## config.mk

```make
export PLATFORM = sky130hd
export DESIGN_NAME = mem_port_arbiter
export DESIGN_NICKNAME = d
export VERILOG_FILES = /design/src/rtl/mem_port_arbiter.sv
export SDC_FILE = /design/constraint.sdc
export NUM_CORES = 1
export LEC_CHECK = 0
export BUFFER_PORTS_ARGS = -buffer_cell sky130_fd_sc_hd__buf_2
export CAP_MARGIN = 0
export CORE_MARGIN = 10
export CORE_UTILIZATION = 38
export DETAILED_ROUTE_END_ITERATION = 8
export MAX_ROUTING_LAYER = met4
export PLACE_DENSITY = 0.9
export REMOVE_ABC_BUFFERS = 1
export SETUP_SLACK_MARGIN = 0.4
export SLEW_MARGIN = 5
export SYNTH_ARGS = -nofsm -noshare
export SYNTH_HDL_FRONTEND = slang
export SYNTH_SLANG_ARGS = --single-unit
export TNS_END_PERCENT = 10
```

## constraint.sdc

```tcl
create_clock -name clk -period 2.2 [get_ports clk]
set_clock_uncertainty 0.1 [all_clocks]
set_input_delay 0.11 -clock clk [delete_from_list [all_inputs] [get_ports clk]]
set_output_delay 0.11 -clock clk [all_outputs]
set_load 0.01 [all_outputs]
```

## src/rtl/mem_port_arbiter.sv

```systemverilog
// Memory port arbiter: shares one unified instruction/data memory between the
// CPU memory port and a debug/program-loader port. One access per clock, CPU
// wins contention, and the debug port is forced through after MAX_HOLD
// consecutive denials. Read data comes back one cycle after the grant.
// Optional performance counters are included when MEM_ARB_PERF_EN is defined.
module mem_port_arbiter #(
  parameter int unsigned ADDR_W   = 32,
  parameter int unsigned DATA_W   = 32,
  parameter int unsigned MAX_HOLD = 4
) (
  input  logic              clk,
  input  logic              reset,
  // CPU port
  input  logic              cpu_req,
  input  logic              cpu_we,
  input  logic [ADDR_W-1:0] cpu_addr,
  input  logic [DATA_W-1:0] cpu_wdata,
  output logic              cpu_gnt,
  output logic              cpu_stall,
  output logic              cpu_rvalid,
  output logic [DATA_W-1:0] cpu_rdata,
  // Debug / loader port
  input  logic              dbg_req,
  input  logic              dbg_we,
  input  logic [ADDR_W-1:0] dbg_addr,
  input  logic [DATA_W-1:0] dbg_wdata,
  output logic              dbg_gnt,
  output logic              dbg_rvalid,
  output logic [DATA_W-1:0] dbg_rdata,
  // Memory
  output logic [ADDR_W-1:0] mem_addr,
  output logic [DATA_W-1:0] mem_wdata,
  output logic              mem_read,
  output logic              mem_write,
  input  logic [DATA_W-1:0] mem_rdata
`ifdef MEM_ARB_PERF_EN
  ,
  output logic [31:0]       conflict_cnt,
  output logic [31:0]       dbg_force_cnt
`endif
);

  localparam logic [3:0] MaxHold = 4'(MAX_HOLD);

  logic [3:0]        starve_cnt_q, starve_cnt_d;
  logic              dbg_force;
  logic              cpu_rvalid_q, dbg_rvalid_q;
  logic [DATA_W-1:0] cpu_rdata_q, dbg_rdata_q;

  assign dbg_force = (starve_cnt_q == MaxHold);

  // Grant decision and memory mux; grants are gated off while reset is low
  always_comb begin
    dbg_gnt   = reset & dbg_req & (~cpu_req | dbg_force);
    cpu_gnt   = reset & cpu_req & ~dbg_gnt;
    cpu_stall = cpu_req & ~cpu_gnt;
    mem_addr  = cpu_addr;
    mem_wdata = cpu_wdata;
    mem_read  = 1'b0;
    mem_write = 1'b0;
    if (dbg_gnt) begin
      mem_addr  = dbg_addr;
      mem_wdata = dbg_wdata;
      mem_write = dbg_we;
      mem_read  = ~dbg_we;
    end else if (cpu_gnt) begin
      mem_write = cpu_we;
      mem_read  = ~cpu_we;
    end
  end

  // Starvation counter next state: count denied debug cycles, saturating
  always_comb begin
    starve_cnt_d = 4'd0;
    if (dbg_req && !dbg_gnt) begin
      starve_cnt_d = (starve_cnt_q >= MaxHold) ? MaxHold : starve_cnt_q + 4'd1;
    end
  end

  // Starvation counter register
  always_ff @(posedge clk or negedge reset) begin
    if (!reset) begin
      starve_cnt_q <= 4'd0;
    end else begin
      starve_cnt_q <= starve_cnt_d;
    end
  end

  // Read return: capture memory data for the owner of a granted read
  always_ff @(posedge clk or negedge reset) begin
    if (!reset) begin
      cpu_rvalid_q <= 1'b0;
      dbg_rvalid_q <= 1'b0;
      cpu_rdata_q  <= '0;
      dbg_rdata_q  <= '0;
    end else begin
      cpu_rvalid_q <= cpu_gnt & ~cpu_we;
      dbg_rvalid_q <= dbg_gnt & ~dbg_we;
      if (cpu_gnt && !cpu_we) cpu_rdata_q <= mem_rdata;
      if (dbg_gnt && !dbg_we) dbg_rdata_q <= mem_rdata;
    end
  end

  assign cpu_rvalid = cpu_rvalid_q;
  assign dbg_rvalid = dbg_rvalid_q;
  assign cpu_rdata  = cpu_rdata_q;
  assign dbg_rdata  = dbg_rdata_q;

`ifdef MEM_ARB_PERF_EN
  logic [31:0] conflict_cnt_q, dbg_force_cnt_q;

  // Performance counters: contention cycles and starvation-forced debug wins
  always_ff @(posedge clk or negedge reset) begin
    if (!reset) begin
      conflict_cnt_q  <= '0;
      dbg_force_cnt_q <= '0;
    end else begin
      if (cpu_req && dbg_req) conflict_cnt_q <= conflict_cnt_q + 32'd1;
      if (cpu_req && dbg_gnt) dbg_force_cnt_q <= dbg_force_cnt_q + 32'd1;
    end
  end

  assign conflict_cnt  = conflict_cnt_q;
  assign dbg_force_cnt = dbg_force_cnt_q;
`endif

endmodule

```

Yosys cells after proc, flatten, opt, wreduce, memory -nomap -nowiden
Cells that the tools add are included.
{"block": "word_totals", "register_bits": 70, "in_bits": 166, "output_inout_bits": 135, "word_cells": 35}
{"block": "op_classes", "addsub": 1, "magnitude_cmp": 1, "eq_ne": 1, "n_mux": 8, "bitwise_logic": 13, "reduce_logical": 6}
{"cell": "$mux W32", "n": 2}
{"cell": "$mux W4", "n": 2}
{"cell": "$and A1 B1 Y1", "n": 7}
{"cell": "$not A1 Y1", "n": 5}
{"cell": "$add A4 B1 Y4 const B", "n": 1}
{"cell": "$eq A4 B3 Y1 const B", "n": 1}
{"cell": "$ge A4 B3 Y1 const B", "n": 1}
{"cell": "$mux W1", "n": 4}
{"cell": "$logic_and A1 B1 Y1", "n": 3}
{"cell": "$logic_not A1 Y1", "n": 3}
{"cell": "$or A1 B1 Y1", "n": 1}

Logic depth before layout (Yosys ltp)
Gate-level depths: netlist of run 1.
{"block": "logic_depth", "ltp_word": 7, "mapped_depth": 7}

Worst setup path before layout of run 1
Ideal clock, no wire load.
{"block": "synth_timing", "kind": "reg-to-reg", "from": "register starve_cnt_q[0]", "to": "register cpu_rdata_q[10], in the netlist cpu_rdata[10]", "arrival_ns": 1.714, "slack_ns": 0.261, "path_stages_with_launch": 7, "synth_period_minus_slack_ns": 1.939, "path_cell_list": "dfrtp_1 inv_1 ha_1 and3b_1 a211oi_4 buf_6 mux2_2"}
{"block": "synth_via", "elab_chain_len": 6}
{"item": "start, declared", "line_no": "45", "source": "logic [3:0] starve_cnt_q, starve_cnt_d;"}
{"item": "start signal, assigned", "line_no": "85", "source": "starve_cnt_q <= starve_cnt_d;"}
{"item": "$eq A4 B3 Y1", "line_no": "50", "source": "assign dbg_force = (starve_cnt_q == MaxHold);"}
{"item": "$or A1 B1 Y1", "line_no": "54", "source": "dbg_gnt = reset & dbg_req & (~cpu_req | dbg_force);"}
{"item": "$and A1 B1 Y1", "line_no": "54"}
{"item": "$not A1 Y1", "line_no": "55", "source": "cpu_gnt = reset & cpu_req & ~dbg_gnt;"}
{"item": "$and A1 B1 Y1", "line_no": "55"}
{"item": "$logic_and A1 B1 Y1", "line_no": "99", "source": "if (cpu_gnt && !cpu_we) cpu_rdata_q <= mem_rdata;"}
{"item": "end signal, assigned", "line_no": "99"}
{"item": "end, declared", "line_no": "48", "source": "logic [DATA_W-1:0] cpu_rdata_q, dbg_rdata_q;"}
Every way passes these cells.
A chain may end at the register's enable or synchronous reset.

Worst setup path in the final report of run 1
{"block": "layout_timing", "from": "register starve_cnt_q[0]", "to": "output mem_addr[19]"}
{"block": "layout_via", "elab_chain_len": 4}
{"item": "$eq A4 B3 Y1", "line_no": "50"}
{"item": "$or A1 B1 Y1", "line_no": "54"}
{"item": "$and A1 B1 Y1", "line_no": "54"}
{"item": "$mux W32", "line_no": "61", "source": "if (dbg_gnt) begin"}
{"item": "end, declared", "line_no": "31", "source": "output logic [ADDR_W-1:0] mem_addr,"}
Every way passes these cells.

==> flow_metrics.tcl, run 1 <==
set metrics [dict create \
    status "complete, but fails checks" \
    violations "negative setup slack" \
    r2r_end "dbg_rdata[28]" \
    place_inst 639 \
    crit_fanout 16 \
    wl_per_cell_um 26.26 \
    stdcell_count 705 \
    grt_max_degree 65 \
    ctsHtreeMaxLevel 3 \
    gp_congestion 1.003 \
    vias 3621 \
    root_buffer "clkbuf_8" \
    hold_depth 3 \
    crit_chain "inv_1 -> ha_2 -> nand3b_1 -> a21oi_4 -> buf_12 -> buf_16 -> mux2_2 -> buf_6" \
    cp_data_arrival_time_ns 2.19 \
    cts_buffers 9 \
    first_global_vias 3898 \
    report.final.slew_viol_count 0 \
    cts.clk_slew.worst_paths_ns 0.08 \
    clock_latency_ns 0.33 \
    dieWidth_um 115.7 \
    drtPass1Iterations 6 \
    synthAdderAreaFrac 0.007194 \
    synth_compound_area_frac 0.01691 \
    rsz0062_at_grt "true" \
    dieArea_um2 13380 \
    hold_viol_final 0 \
    slowest_stage "dfrtp_1" \
    synthCells 240 \
    crit_start "starve_cnt_q[0]" \
    holdPathEnd "starve_cnt_q[1]" \
    cp-start-kind "register" \
    die_h_um 115.7 \
    drt_iter0_drc 246 \
    grt_overflow 0 \
    rows 34 \
    ir_drop_mv 0.4683 \
    ys_warn_count 0 \
    ys_seq_elements 70 \
    path_class "register to output port" \
    synth_top_family_by_area "multiplexers" \
    grt_use_total 0.2506 \
    worst_hold_slack_ns 0.03175 \
    period_needed_ns 2.400 \
    hp-start "dbg_req" \
    r2r_slack_ns 0.11 \
    syn-cell-area_um2 3478 \
    utilization 0.6966 \
    yosys.area_share.xor_xnor 0 \
    hpwl_um 14170 \
    port_buffers 300 \
    wirelength_um 18510 \
    synth_edf_count 0 \
    final_cell_mix "276 x buf_2, 94 x mux2_2, 70 x dfrtp_1" \
    p_per_area_nw_per_um2 683.5 \
    power_leakage_nw 3.121 \
    core_um2 8806 \
    syn_to_final_growth_pct 76.37 \
    yosys.area_share.simple 0.02122 \
    worstSetupEndpointType "output port" \
    syn_area_per_cell_um2 14.49 \
    synth_ff_type "dfrtp_1" \
    reg2reg_depth 8 \
    cts_tree "built" \
    finalSetupViolCount 66 \
    final_common_cell "buf_2" \
    yosysUniqueCellTypes 22 \
    ios 301 \
    maxCapViolations 0 \
    async_flop_share 1.000 \
    layout_setup_ws_ns -0.2000 \
    reg2reg_from "starve_cnt_q[0]" \
    cts_buffer_depth 2 \
    cts_sinks 70 \
    worst_slew_pin_slew_ns 0.7799 \
    post-route-period-util 1.091 \
    antenna_found_initial 5 \
    vias_per_cell 5.136 \
    grt_first_pass_wirelength_um 24270 \
    start_util 0.3950 \
    ys_seq_area_frac 0.5036 \
    synth_mux_area_frac 0.4176 \
    slew_headroom 0.4801 \
    max_freq_mhz 416.7 \
    drc 0 \
    critical_path_required_ns 1.99 \
    hold_path_class "primary input to register" \
    drive_above_1_share 0.7855 \
    cp_slowest_stage_delay_ns 0.39 \
    ant_nets 0 \
    fin_nets 755 \
]
-- flip-flops by register name, indices dropped and copies added, names as in the netlist --
register	flops
dbg_rvalid	1
cpu_rdata	32
cpu_rvalid	1
starve_cnt_q	4
dbg_rdata	32
-- Yosys cell counts, types with 2 or more instances --
cell type,n,share of area
mux2_2,127,0.41
dfrtp_1,70,0.50
buf_2,6,0.0086
buf_4,5,0.011
nand2_1,4,0.0043
a21oi_1,3,0.0043
buf_6,3,0.0097
inv_1,3,0.0032
nor2_1,3,0.0032
ha_1,2,0.0072
mux2_1,2,0.0065
nand3b_1,2,0.0043
-- per-stage QoR --
step | TNS, ns | power (mW) | setup slack (ns) | instance area, um2
after floorplan | -186.02 | 2.254 | -2.676 | 3377
after global placement | 0 | 2.892 | 0.1212 | 5107
after detailed placement | 0 | 2.956 | 0.06335 | 5107
after CTS | -8.475 | 4.122 | -0.1849 | 5809
after global routing | -14.21 | 4.382 | -0.2699 | 6135
final | -9.580 | 4.193 | -0.2000 | 6135
-- logic make-up (layout without fill, tap and decap cells) --
kind of cell | count (synthesis) | after routing
muxes | 129 | 129
DFF | 70 | 70
buffers and inverters | 17 | 369
and+or+nand+nor | 14 | 14
AOI/OAI and AO/OA | 7 | 7
adders and majority gates | 2 | 2
other | 1 | 6
-- how the worst max path moves through the flow --
| stage | slack (ns) | endpoint | cells past startpoint |
|---|---|---|---|
| after floorplan | -2.68 | mem_addr[0] | 5 |
| after global placement | 0.12 | mem_addr[27] | 7 |
| after detailed placement | 0.06 | mem_addr[27] | 7 |
| after CTS | -0.18 | mem_addr[27] | 7 |
| after global routing | -0.27 | mem_addr[5] | 8 |
| final | -0.20 | mem_addr[19] | 8 |
-- what timing repair did --
item                                    in CTS  in global routing
endpoints found under the hold margin       71                  0
cloned                                       2                  2
hold buffers                                37                  0
pin swaps                                    4                  3
buffers inserted                             2                  2
resized for setup                           15                 55
endpoints found under the setup margin     133                133
-- per-layer routing --
metal  vias to the layer above  wire, um  track usage
li1                       1570         -            -
met2                       249      9433       0.4287
met4                         0       825       0.1118
met5                         -         0            -
met1                      1747      6549       0.2534
met3                        55      1704      0.09096
-- power by group --
| part | leakage [nW] | switching, mW | internal (mW) | total [mW] |
|---|---|---|---|---|
| Clock | 0.0980 | 0.517 | 0.539 | 1.06 |
| Sequential | 0.841 | 0.140 | 1.55 | 1.69 |
| Combinational | 2.18 | 0.673 | 0.777 | 1.45 |
-- final cells by class --
| type | count | area, um2 |
|---|---|---|
| sequential | 70 | 1752 |
| antenna | 5 | 12.51 |
| multi-input combinational | 153 | 1773 |
| tap | 108 | 135.1 |
| clock buffer | 9 | 123.9 |
| inverter | 3 | 11.26 |
| clock inverter | 7 | 82.58 |
| fill | 605 | 2671 |
| timing repair buffer | 350 | 2245 |
-- worst max-delay path: cells and delay by family (launching register included) --
| kind | cells | cell delay [ns] |
|---|---|---|
| and+or+nand+nor | 1 | 0.16 |
| adders and majority gates | 1 | 0.18 |
| muxes | 1 | 0.36 |
| DFF | 1 | 0.39 |
| buffers and inverters | 4 | 0.53 |
| AOI/OAI and AO/OA | 1 | 0.23 |
No activity file was read; power rests on OpenSTA's default activity.
==> run 2: changes to the inputs <==
==> constraint.sdc (replaced) <==
create_clock -name clk -period 2.64 [get_ports clk]
set_clock_uncertainty 0.1 [all_clocks]
set_input_delay 0.132 -clock clk [delete_from_list [all_inputs] [get_ports clk]]
set_output_delay 0.132 -clock clk [all_outputs]
set_load 0.01 [all_outputs]
==> run 2 against run 1 <==
  * The run now ends clean
  * Register-to-register slack better by 0.47 ns
  * Final cell count down 0.85%
  * Worst hold slack better by 0.0042 ns
  * Sequential power down 17%
  * First-iteration DRC count down 23%
  * Final area down 6.0%
  * Setup slack better by 0.48 ns
  * Global-route usage down 0.85 points
  * Die area unchanged
==> flow_metrics.tcl, run 2 (synthesis gave the netlist of run 1 again) <==
set metrics [dict create \
    rsz0062_at_grt "true" \
    max_freq_mhz 423.2 \
    cts_sinks 70 \
    seqPwrFrac 0.416 \
    drc 0 \
    wirelength_um 17030 \
    ctsHtreeMaxLevel 3 \
    ir_drop_mv 0.5125 \
    core_um2 8806 \
    syn_to_final_growth_pct 65.83 \
    rows 34 \
    wl_per_cell_um 24.36 \
    finalSetupViolCount 0 \
    fin_nets 750 \
    cts_buffer_depth 2 \
    cp-start-kind "register" \
    worstSetupEndpointType "output port" \
    die_h_um 115.7 \
    start_util 0.3950 \
    worst_slew_pin_slew_ns 0.7896 \
    p_comb_frac 0.324 \
    drtPass1Iterations 4 \
    reg2reg_depth 8 \
    vias_per_cell 4.883 \
    period_needed_ns 2.363 \
    port_buffers 300 \
    ant_nets 0 \
    first_global_vias 3714 \
    place_inst 638 \
    gp_congestion 0.9902 \
    power_leakage_nw 2.927 \
    hold_path_class "primary input to register" \
    clock_latency_ns 0.32 \
    hpwl_um 13650 \
    final_cell_mix "300 x buf_2, 127 x mux2_2, 70 x dfrtp_1" \
    maxCapViolations 0 \
    cts.clk_slew.worst_paths_ns 0.07 \
    cp_data_arrival_time_ns 2.13 \
    holdPathEnd "starve_cnt_q[2]" \
    slew_headroom 0.4736 \
    hp-start "dbg_req" \
    grt_overflow 0 \
    status "finished, final reports clean" \
    hold_depth 3 \
    report.final.slew_viol_count 0 \
    n_fill_cell 632 \
    p_sw_mw 1.074 \
    ios 301 \
    vias 3413 \
    dieArea_um2 13380 \
    p_clk_frac 0.261 \
    power.internal_mw 2.308 \
    drt_iter0_drc 190 \
    grt_first_pass_wirelength_um 23670 \
    grt_use_total 0.2421 \
    final_common_cell "buf_2" \
    drive_above_1_share 0.7802 \
    switching_share 0.3175 \
    dieWidth_um 115.7 \
    reg2reg_from "starve_cnt_q[0]" \
    stdcell_count 699 \
    antenna_found_initial 4 \
    p_per_area_nw_per_um2 586.2 \
    root_buffer "clkbuf_8" \
    hold_viol_final 0 \
    r2r_end "dbg_rdata[10]" \
    crit_fanout 33 \
    cts_buffers 9 \
    r2r_slack_ns 0.58 \
    fin_tns_setup_ns 0 \
    cts_tree "built" \
    critical_path_required_ns 2.41 \
    finalPower_mw 3.381 \
    grt_max_degree 65 \
    path_class "register to output port" \
    post-route-period-util 0.8950 \
]
==> run 2: metal layers <==
metal,share of wire,global-route usage,vias up
met1,0.35,0.2524,1657
li1,-,-,1551
met4,0.019,0.06172,0
met3,0.11,0.08992,17
met5,0,-,-
met2,0.52,0.4245,188
==> run 2: how the worst max path moves through the flow <==
| stage | endpoint | from | depth (start not counted) | slack, ns |
|---|---|---|---|---|
| after detailed placement | mem_addr[27] | starve_cnt_q[0] | 7 | 0.42 |
| after CTS | mem_addr[27] | starve_cnt_q[0] | 7 | 0.27 |
| after floorplan | mem_addr[0] | starve_cnt_q[0] | 5 | -2.26 |
| final | mem_addr[27] | starve_cnt_q[0] | 7 | 0.28 |
| after global placement | mem_addr[8] | starve_cnt_q[0] | 7 | 0.47 |
| after global routing | mem_addr[27] | starve_cnt_q[1] | 7 | 0.14 |
==> run 2: what timing repair did <==
action / in CTS / in global routing
gates cloned: 2 / 1
gates resized for setup: 5 / 1
setup buffers: 4 / 0
pin swaps: 1 / 0
endpoints found under the setup margin: 66 / 66
hold buffers: 34 / 0
hold endpoints to repair: 70 / 0
==> run 2: per-stage QoR <==
stage                     area, um2  hold slack, ns  utilization  worst slack [ns]
after detailed placement       5075        -0.08594       0.5763            0.4247
after floorplan                3377         -0.2636            -            -2.258
after CTS                      5728         0.01341       0.6505            0.2697
after global placement         5075        -0.09377       0.5763            0.4729
after global routing           5768         0.04153       0.6550            0.1377
final                          5768         0.03600       0.6550            0.2772
==> run 2: power by group through the flow <==
stage                     clock, mW  combinational (mW)  sequential, mW
after floorplan                   0               0.362            1.52
after global placement            0                1.01            1.40
after detailed placement          0                1.03            1.42
after CTS                     0.910                1.09            1.40
after global routing          0.961                1.16            1.43
final                         0.882                1.09            1.41
==> run 2: area by class of cell <==
class / count / area, um2 / area share
antenna: 4 / 10.01 / 0.001735
clock buffer: 9 / 123.9 / 0.02148
clock inverter: 7 / 80.08 / 0.01388
inverter: 3 / 11.26 / 0.001952
multi-input combinational: 153 / 1633 / 0.2831
sequential: 70 / 1752 / 0.3037
tap: 108 / 135.1 / 0.02343
timing repair buffer: 345 / 2023 / 0.3508
==> run 2: worst max-delay path, cell delays in order (launching register included) <==
cell and delay (ns):
dfrtp_1 0.38, inv_1 0.06, ha_1 0.16, nand3b_1 0.16, a21oi_4 0.23, buf_12 0.24, mux2_2 0.41, buf_2 0.17
